`src/rtl/game_state_ctrl_if.sv`:
```
// Signal bundle between the sprite pipeline / HUD and the frame-level game controller.
// With GAME_PAUSE_EN defined, the pause request and paused status are added.
interface game_state_ctrl_if;
`ifdef GAME_PAUSE_EN
  logic       i_pause;
  logic       o_paused;
`endif
  logic       i_v_sync;
  logic       i_start;
  logic       i_penguin_hit;
  logic       i_obstacle_hit;
  logic       i_crushed;
  logic       o_is_dead;
  logic       o_is_finished;
  logic [2:0] o_lives;
  logic [7:0] o_score;
  logic       o_flash;
  logic [2:0] o_state;

  // Drives the controller inputs (sprite pipeline, HUD, testbench).
  modport master (
`ifdef GAME_PAUSE_EN
    output i_pause,
    input  o_paused,
`endif
    output i_v_sync, i_start, i_penguin_hit, i_obstacle_hit, i_crushed,
    input  o_is_dead, o_is_finished, o_lives, o_score, o_flash, o_state
  );

  // The controller itself.
  modport slave (
`ifdef GAME_PAUSE_EN
    input  i_pause,
    output o_paused,
`endif
    input  i_v_sync, i_start, i_penguin_hit, i_obstacle_hit, i_crushed,
    output o_is_dead, o_is_finished, o_lives, o_score, o_flash, o_state
  );
endinterface

```
`src/rtl/game_state_ctrl.sv`:
```
// Frame-level game controller: lives, score, invulnerability blink and end-of-game states,
// all updated once per rising edge of v_sync. Optional pause support under GAME_PAUSE_EN.
module game_state_ctrl #(
  parameter int unsigned LIVES            = 3,
  parameter int unsigned SCORE_GOAL       = 10,
  parameter int unsigned INVULN_FRAMES    = 60,
  parameter int unsigned DEAD_HOLD_FRAMES = 180
) (
  input logic               i_clk,
  input logic               i_rst,
  game_state_ctrl_if.slave  bus
);

  localparam logic [2:0] ST_IDLE     = 3'd0;
  localparam logic [2:0] ST_PLAY     = 3'd1;
  localparam logic [2:0] ST_HIT      = 3'd2;
  localparam logic [2:0] ST_DEAD     = 3'd3;
  localparam logic [2:0] ST_FINISHED = 3'd4;

  localparam logic [2:0] LIVES_INIT = 3'(LIVES);
  localparam logic [7:0] GOAL       = 8'(SCORE_GOAL);
  localparam logic [7:0] INV_INIT   = 8'(INVULN_FRAMES);
  localparam logic [9:0] HOLD_INIT  = 10'(DEAD_HOLD_FRAMES);

  logic [2:0] state_q, state_d;
  logic       vs_q;
  logic       cr_q, cr_d;
  logic       coll_q, coll_d;
  logic [2:0] lives_q, lives_d;
  logic [7:0] score_q, score_d;
  logic [7:0] invuln_q, invuln_d;
  logic [9:0] hold_q, hold_d;
  logic       frame_tick;
  logic       crush_evt;
  logic       freeze;
  logic [7:0] score_inc;
`ifdef GAME_PAUSE_EN
  logic       paused_q, paused_d;
`endif

  assign frame_tick = bus.i_v_sync & ~vs_q;
  assign crush_evt  = bus.i_crushed & ~cr_q;
  assign score_inc  = (score_q >= GOAL) ? GOAL : score_q + 8'd1;

`ifdef GAME_PAUSE_EN
  assign freeze = bus.i_pause & ((state_q == ST_PLAY) | (state_q == ST_HIT));
`else
  assign freeze = 1'b0;
`endif

  always_comb begin
    state_d  = state_q;
    cr_d     = cr_q;
    lives_d  = lives_q;
    score_d  = score_q;
    invuln_d = invuln_q;
    hold_d   = hold_q;
`ifdef GAME_PAUSE_EN
    paused_d = paused_q;
`endif
    // An overlap on the tick cycle itself belongs to the new frame.
    coll_d = (frame_tick ? 1'b0 : coll_q) |
             ((state_q == ST_PLAY) & bus.i_penguin_hit & bus.i_obstacle_hit);

    if (frame_tick) begin
      cr_d = bus.i_crushed;
`ifdef GAME_PAUSE_EN
      paused_d = freeze;
`endif
      if (!freeze) begin
        case (state_q)
          ST_IDLE: begin
            if (bus.i_start) begin
              state_d = ST_PLAY;
              lives_d = LIVES_INIT;
              score_d = 8'd0;
            end
          end
          ST_PLAY: begin
            if (crush_evt) begin
              score_d = score_inc;
              if (score_inc == GOAL) state_d = ST_FINISHED;
            end else if (coll_q) begin
              if (lives_q <= 3'd1) begin
                lives_d = 3'd0;
                state_d = ST_DEAD;
                hold_d  = HOLD_INIT;
              end else begin
                lives_d  = lives_q - 3'd1;
                state_d  = ST_HIT;
                invuln_d = INV_INIT;
              end
            end
          end
          ST_HIT: begin
            if (crush_evt) begin
              score_d = score_inc;
            end
            if (crush_evt && (score_inc == GOAL)) begin
              state_d = ST_FINISHED;
            end else begin
              invuln_d = invuln_q - 8'd1;
              if (invuln_d == 8'd0) state_d = ST_PLAY;
            end
          end
          ST_DEAD: begin
            hold_d = hold_q - 10'd1;
            // Reload lives here so a zero count is only ever visible in DEAD.
            if (hold_d == 10'd0) begin
              state_d = ST_IDLE;
              lives_d = LIVES_INIT;
            end
          end
          ST_FINISHED: begin
            if (bus.i_start) state_d = ST_IDLE;
          end
          default: state_d = ST_IDLE;
        endcase
      end
    end
  end

  always_ff @(posedge i_clk) begin
    if (i_rst) begin
      state_q  <= ST_IDLE;
      vs_q     <= 1'b0;
      cr_q     <= 1'b0;
      coll_q   <= 1'b0;
      lives_q  <= LIVES_INIT;
      score_q  <= 8'd0;
      invuln_q <= 8'd0;
      hold_q   <= 10'd0;
`ifdef GAME_PAUSE_EN
      paused_q <= 1'b0;
`endif
    end else begin
      state_q  <= state_d;
      vs_q     <= bus.i_v_sync;
      cr_q     <= cr_d;
      coll_q   <= coll_d;
      lives_q  <= lives_d;
      score_q  <= score_d;
      invuln_q <= invuln_d;
      hold_q   <= hold_d;
`ifdef GAME_PAUSE_EN
      paused_q <= paused_d;
`endif
    end
  end

  assign bus.o_state       = state_q;
  assign bus.o_is_dead     = (state_q == ST_DEAD);
  assign bus.o_is_finished = (state_q == ST_FINISHED);
  assign bus.o_lives       = lives_q;
  assign bus.o_score       = score_q;
  assign bus.o_flash       = (state_q == ST_HIT) & invuln_q[3];
`ifdef GAME_PAUSE_EN
  assign bus.o_paused      = paused_q;
`endif

endmodule

```
`src/flat_wrapper.sv`:
```
// flat-port wrapper written by rule: the top's interface ports become plain ports
module game_state_ctrl_flat 
#(
  parameter int unsigned LIVES            = 3,
  parameter int unsigned SCORE_GOAL       = 10,
  parameter int unsigned INVULN_FRAMES    = 60,
  parameter int unsigned DEAD_HOLD_FRAMES = 180
)
  (i_clk, i_rst, bus_i_v_sync, bus_i_start, bus_i_penguin_hit, bus_i_obstacle_hit, bus_i_crushed, bus_o_is_dead, bus_o_is_finished, bus_o_lives, bus_o_score, bus_o_flash, bus_o_state);
  game_state_ctrl_if bus_i ();
  input logic i_clk;
  input logic i_rst;
  input wire logic [$bits(bus_i.i_v_sync)-1:0] bus_i_v_sync;
  input wire logic [$bits(bus_i.i_start)-1:0] bus_i_start;
  input wire logic [$bits(bus_i.i_penguin_hit)-1:0] bus_i_penguin_hit;
  input wire logic [$bits(bus_i.i_obstacle_hit)-1:0] bus_i_obstacle_hit;
  input wire logic [$bits(bus_i.i_crushed)-1:0] bus_i_crushed;
  output wire logic [$bits(bus_i.o_is_dead)-1:0] bus_o_is_dead;
  output wire logic [$bits(bus_i.o_is_finished)-1:0] bus_o_is_finished;
  output wire logic [$bits(bus_i.o_lives)-1:0] bus_o_lives;
  output wire logic [$bits(bus_i.o_score)-1:0] bus_o_score;
  output wire logic [$bits(bus_i.o_flash)-1:0] bus_o_flash;
  output wire logic [$bits(bus_i.o_state)-1:0] bus_o_state;
  assign bus_i.i_v_sync = bus_i_v_sync;
  assign bus_i.i_start = bus_i_start;
  assign bus_i.i_penguin_hit = bus_i_penguin_hit;
  assign bus_i.i_obstacle_hit = bus_i_obstacle_hit;
  assign bus_i.i_crushed = bus_i_crushed;
  assign bus_o_is_dead = bus_i.o_is_dead;
  assign bus_o_is_finished = bus_i.o_is_finished;
  assign bus_o_lives = bus_i.o_lives;
  assign bus_o_score = bus_i.o_score;
  assign bus_o_flash = bus_i.o_flash;
  assign bus_o_state = bus_i.o_state;
  game_state_ctrl #(.LIVES(LIVES), .SCORE_GOAL(SCORE_GOAL), .INVULN_FRAMES(INVULN_FRAMES), .DEAD_HOLD_FRAMES(DEAD_HOLD_FRAMES)) u_core (.i_clk(i_clk), .i_rst(i_rst), .bus(bus_i));
endmodule
```
`config.mk`:
```
export PLATFORM = sky130hd
export DESIGN_NAME = game_state_ctrl_flat
export DESIGN_NICKNAME = d
export VERILOG_FILES = /design/src/rtl/game_state_ctrl_if.sv /design/src/rtl/game_state_ctrl.sv /design/src/flat_wrapper.sv
export SDC_FILE = /design/constraint.sdc
export NUM_CORES = 1
export LEC_CHECK = 0
export CORE_ASPECT_RATIO = 1.75
export CORE_UTILIZATION = 51
export DETAILED_ROUTE_END_ITERATION = 8
export HOLD_SLACK_MARGIN = 0.03
export PLACE_DENSITY = 0.78
export SYNTH_ARGS = -nofsm -noshare
export SYNTH_HDL_FRONTEND = slang
export SYNTH_SLANG_ARGS = --single-unit
```
`constraint.sdc`:
```
create_clock -name i_clk -period 1.9 [get_ports i_clk]
set_input_delay 0.38 -clock i_clk [delete_from_list [all_inputs] [get_ports i_clk]]
set_output_delay 0.38 -clock i_clk [all_outputs]
set_load 0.01 [all_outputs]
```
# Yosys cells after proc, flatten, opt, wreduce, memory -nomap -nowiden
# Cells that the tools add are included.
# word_totals
latchBits,0
romBits,0
inputBits,7
output_inout_bits,17
ram_bits,0
word_cells,83
mem_count,0
reg_bits,35
# op_classes
div,0
n_reduce_logical,14
n_shift,0
n_mul,0
eq_ne,17
n_mux,30
magnitude_cmp,2
n_bitwise,8
n_addsub,4
# ops
cell,n
two-way mux 8 bit,7
two-way mux 3 bit,13
case mux 8 bit (2 select lines),2
two-way mux 10 bit,3
case mux 10 bit (2 select lines),1
case mux 3 bit (5 select lines),1
"inequality test 2 bit, second input constant",6
AND reduction 6 bit,2
zero test 10 bit,1
"subtractor 10 x 1 -> 10 bit, second input constant",1
case mux 3 bit (3 select lines),1
"adder 8 x 1 -> 8 bit, second input constant",1
"equality test 8 x 4 -> 1 bit, second input constant",1
"greater-or-equal comparator 8 x 4 -> 1 bit, second input constant",1
zero test 8 bit,1
"subtractor 8 x 1 -> 8 bit, second input constant",1
AND reduction 7 bit,1
"equality test 3 x 2 -> 1 bit, second input constant",2
"inequality test 2 x 1 -> 1 bit, second input constant",3
"inequality test 3 x 1 -> 1 bit, second input constant",2
nonzero test 2 bit,3
bitwise AND 1 bit,5
AND reduction 5 bit,1
AND reduction 4 bit,1
12 further kinds,14

# Longest topological paths before layout
# logic_depth
depth_word,6
depth_mapped,9
ltp_nobuf,8

# Worst setup path after synthesis
# No wires, ideal clock.
# synth_timing
path_kind,reg-to-reg
from,"register u_core.score_q[0], in the netlist u_core.bus.o_score[0]"
to,register u_core.invuln_q[7]
path_stages_with_launch,9
slack_ps,-69
n_path_buf,1
arrival_time_ps,1881
required_ps,1812
synth_period_minus_slack_ps,1969
setup_time_ps,88
path_cell_list,dfxtp_1 > inv_1 > ha_1 > o31ai_1 > a21oi_1 > nor4_2 > buf_6 > a21oi_1 > a311oi_2
# synth_via
elab_chain_len,6
elab_cells_between_ends,7
cone_classes,1 x add/sub; 1 x order compare; 2 x eq/ne; 1 x mux; 2 x reduce/logical
# synth_rtl
item,line_no,source
from (decl),game_state_ctrl.sv:30,"logic [7:0] score_q, score_d;"
from (signal assigned),game_state_ctrl.sv:142,score_q <= score_d;
adder 8 x 1 -> 8 bit / greater-or-equal comparator 8 x 4 -> 1 bit (equally long branches),game_state_ctrl.sv:43,assign score_inc = (score_q >= GOAL) ? GOAL : score_q + 8'd1;
two-way mux 8 bit (*),game_state_ctrl.sv:43,
equality test 8 x 4 -> 1 bit (*),game_state_ctrl.sv:99,if (crush_evt && (score_inc == GOAL)) begin
logical AND 1 bit (*),game_state_ctrl.sv:99,
inequality test 2 bit (no source line) (*),--,
AND reduction 6 bit (no source line) (*),--,
to (signal assigned),game_state_ctrl.sv:143,invuln_q <= invuln_d;
to (decl),game_state_ctrl.sv:31,"logic [7:0] invuln_q, invuln_d;"
# Every way passes the cells marked *; elsewhere a longest branch is shown, timed or not.
# A chain may end at the register's enable or synchronous reset.

# Final worst setup path
# layout_timing
from,register u_core.hold_q[1]
to,"register u_core.state_q[0], in the netlist u_core.bus.o_state[0]"
# layout_via
elab_chain_len,4
# layout_rtl
item,line_no,source
from (decl),game_state_ctrl.sv:32,"logic [9:0] hold_q, hold_d;"
from (signal assigned),game_state_ctrl.sv:144,hold_q <= hold_d;
subtractor 10 x 1 -> 10 bit,game_state_ctrl.sv:107,hold_d = hold_q - 10'd1;
zero test 10 bit,game_state_ctrl.sv:109,if (hold_d == 10'd0) begin
inequality test 2 x 1 -> 1 bit (no source line),--,
AND reduction 7 bit (no source line),--,
to (signal assigned),game_state_ctrl.sv:137,state_q <= state_d;
to (decl),game_state_ctrl.sv:25,"logic [2:0] state_q, state_d;"
# No other way between the ends.

==> results.txt <==
Maximum clock skew at final layout = 0.00838 ns
Finish-stage setup viols = 9
Largest net degree at the start of global routing = 15
Hold buffers post-CTS = 0
N_diodes = 0
Detailed-router iteration count before antenna repair = 4
Number of nets in the synthesized netlist = 284
Worst hold path cell count = 2
Effective utilization at floorplan = 53.2%
Post-Synthesis Cell Area = 2190 um^2
Vias = 2395
Worst-case register-to-register setup slack = -0.12 ns
Clock buffer count from CTS = 5
Outcome = complete, but fails checks
All-Layer GR Usage = 30.2%
Gate count of the mapped netlist = 270
Clock Sink Count = 35
Initial detailed-routing violation count = 80
Overflow after GRT = 0
Syn_area_per_cell = 8.10 um^2
Skew-Pair Late Insertion Delay = 0.29 ns
Clk buf depth = 2
CTS tree = yes
Number of antenna violations at the first check in global routing = 0
Ratio of final minimum period to clock period = 106%
Number of top-level design ports = 24
Fraction of power consumed by sequential logic = 45.8%
Source of the worst hold timing path = u_core.hold_q[9]
Arrival time worst endpoint = 2.24 ns
Routed len/inst = 17.3 um
Switching power as a share of total power = 25.3%
Die boundary height = 88.6 um
Relative slew slack = 72.1%
Most frequent standard cell in the layout excluding fill and tap cells = buf_4
Final Total Pwr = 1.62 mW
Worst reg2reg path startpoint = u_core.hold_q[1]
Net count, final = 356
Depth of the worst register-to-register path = 9
Stages on worst setup path = 9
Static Leak = 1.26 nW
Data required, critical path = 2.12 ns
Fraction of the yosys area taken by sequential cells = 32.1%
Setup total negative slack = -0.384 ns
Input/output buffers = 23
Internal = 1.21 mW
Clock root buffer = clkbuf_8
Class of the tightest hold or removal check = reg2reg
Number of synthesized flops with an enable pin = 0
Power density cells = 513 nW/um^2
Cell at the slowest stage of the critical path = dfxtp_4
Maximum clock rate = 495 MHz
Placeable core area = 4110 um^2
Final number of max-transition violations = 0
Cell Chain, Critical Path = inv_1 -> ha_4 -> xnor2_1 -> nand4_1 -> o21ai_2 -> o21ai_4 -> nor4_4 -> buf_4 -> mux2i_1
Count of nets left with antenna violations after detail routing = 0
DRC Markers = 0
Via count normalized by instance count = 6.11
CP startpoint kind = flip-flop
Slack of the critical path = -0.118 ns
Via count of the first global-routing pass = 2306
Post-Place Setup Slack = -0.311 ns
WS Path Type = reg2reg
Most used flip-flop cell after synthesis = dfxtp_1
Crit path time final = 2.02 ns
Largest driver fanout on the critical path = 5
Maximum level of the CTS H-tree = 2
Transition time at the pin with the least slew margin = 0.417 ns
Commonest cells after routing, fill and taps aside = 54 x buf_4, 28 x nor2_1, 25 x dfxtp_1, 22 x nand2_1, 22 x a21oi_1
Post-Route WL = 6790 um
Count of state elements after synthesis = 35
Site row count = 31
Top cell family by delay on the critical path = simple AND/OR/NAND/NOR gates
Clock edge transition at the registers on the reported setup and hold paths = 0.08 ns
Failing checks = setup timing
RSZ-0062 raised after global routing = yes
Global-route wire length before repair = 10300 um
Clock group share of total power = 40.3%
Worst vdd rail ir drop = 0.400 mV
Share of final-layout standard cells stronger than drive strength 1 = 34.7%
Kind of end point of the critical path = flip-flop
Final hold viol count = 0
Final GP Congestion = 0.866
WP buf/inv = 2
Worst Hold Path EP = u_core.hold_q[9]
Synthesis warning total = 0
Worst flop-to-flop path endpoint = u_core.bus.o_state[0]
Detailed-placement wirelength estimate = 4590 um
Width of the die = 51.5 um
Reported max-cap violation count = 0
Die Area = 4560 um^2
Largest stage delay, worst path = 0.38 ns
FFs w/ async S/R, synth = 0%
Area growth from synthesis to final layout = 44.8%
Comb pwr share = 13.8%
Number of fillers in the final layout = 304
Number of distinct library cells after synthesis = 57
Net switching power figure = 0.410 mW
-- state kept, by name, summed over array words and instances (netlist names) --
signal,count
u_core.bus.o_lives,3
u_core.hold_q,10
u_core.bus.o_score,8
u_core.coll_q,1
u_core.bus.o_state,3
u_core.cr_q,1
u_core.invuln_q,8
u_core.vs_q,1
-- final cells by class --
class | instances | area, um^2 | area share, %
clock buffers | 7 | 108 | 3.40
clock inverters | 1 | 5.00 | 0.158
inverters | 11 | 41.3 | 1.30
multi-input cells | 208 | 1550 | 49.1
flip-flops and latches | 35 | 728 | 23.0
well taps | 49 | 61.3 | 1.94
repair buffers | 81 | 669 | 21.1
-- worst max-delay path by stage --
stage	start	end	slack, ns
after floorplan	u_core.bus.o_score[1]	u_core.bus.o_state[0]	-0.04
after global placement	bus_i_start	u_core.bus.o_lives[1]	-0.29
after detailed placement	bus_i_crushed	u_core.bus.o_state[0]	-0.31
after CTS	u_core.invuln_q[1]	u_core.bus.o_state[0]	-0.04
after global routing	u_core.hold_q[1]	u_core.bus.o_state[0]	-0.19
final	u_core.hold_q[1]	u_core.bus.o_state[0]	-0.12
-- tightest hold or removal path, stage by stage, from the launching register on --
cell     delay, ns
dfxtp_1       0.32
nand2_1       0.05
a21oi_1       0.05
-- through the flow --
step	hold slack [ns]	cells	util, %	cell area (um^2)
floorplan	0.439	270	-	2240
global route	0.486	392	77.0	3170
detailed placement	0.459	377	68.7	2830
global placement	0.460	377	68.7	2830
finish	0.478	392	77.0	3170
CTS	0.470	390	74.8	3080
-- synthesized netlist by cell type, types with 5 or more instances --
cell type / count / area share, %
a21oi_1: 23 / 5.3
a311oi_1: 7 / 2.8
and3_1: 5 / 1.4
clkbuf_1: 8 / 1.4
dfxtp_1: 35 / 32
ha_1: 7 / 4.0
inv_1: 9 / 1.5
nand2_1: 23 / 3.9
nand2b_1: 10 / 2.9
nor2_1: 28 / 4.8
nor2b_1: 6 / 1.7
nor3_1: 12 / 2.7
nor4_1: 5 / 1.4
o21ai_0: 10 / 2.3
-- logic make-up after synthesis --
group | synth area share [%]
AOI/OAI and AO/OA | 23.4
DFF | 32.1
adders and majority gates | 4.01
xor gates and xnor gates | 2.00
and+or+nand+nor | 30.8
buffers and inverters | 5.90
muxes | 1.83
-- repair_timing --
item	4_1_cts	5_1_grt
gates resized for setup	32	16
endpoints found under the setup margin	13	22
buffers inserted	4	2
pin swaps	11	3
cloned	1	0
hold endpoints to repair	0	0
-- power groups by stage --
stage / clock network (mW) / registers [mW] / logic, mW
6_report: 0.655 / 0.744 / 0.225
2_1_floorplan: 0 / 0.762 / 0.107
4_1_cts: 0.658 / 0.744 / 0.205
5_1_grt: 0.680 / 0.745 / 0.238
3_5_place_dp: 0 / 0.763 / 0.187
3_3_place_gp: 0 / 0.763 / 0.182
-- routing by layer --
layer	wire (um)	track usage, %	vias to the layer above	share of wire (%)
met2	3750	57.5	95	55
met4	250	15.7	0	3.7
met5	0	0	-	0
met3	358	4.64	25	5.3
li1	-	-	1134	-
met1	2440	30.5	1141	36
Note: power is estimated with default switching activity, not from simulation.
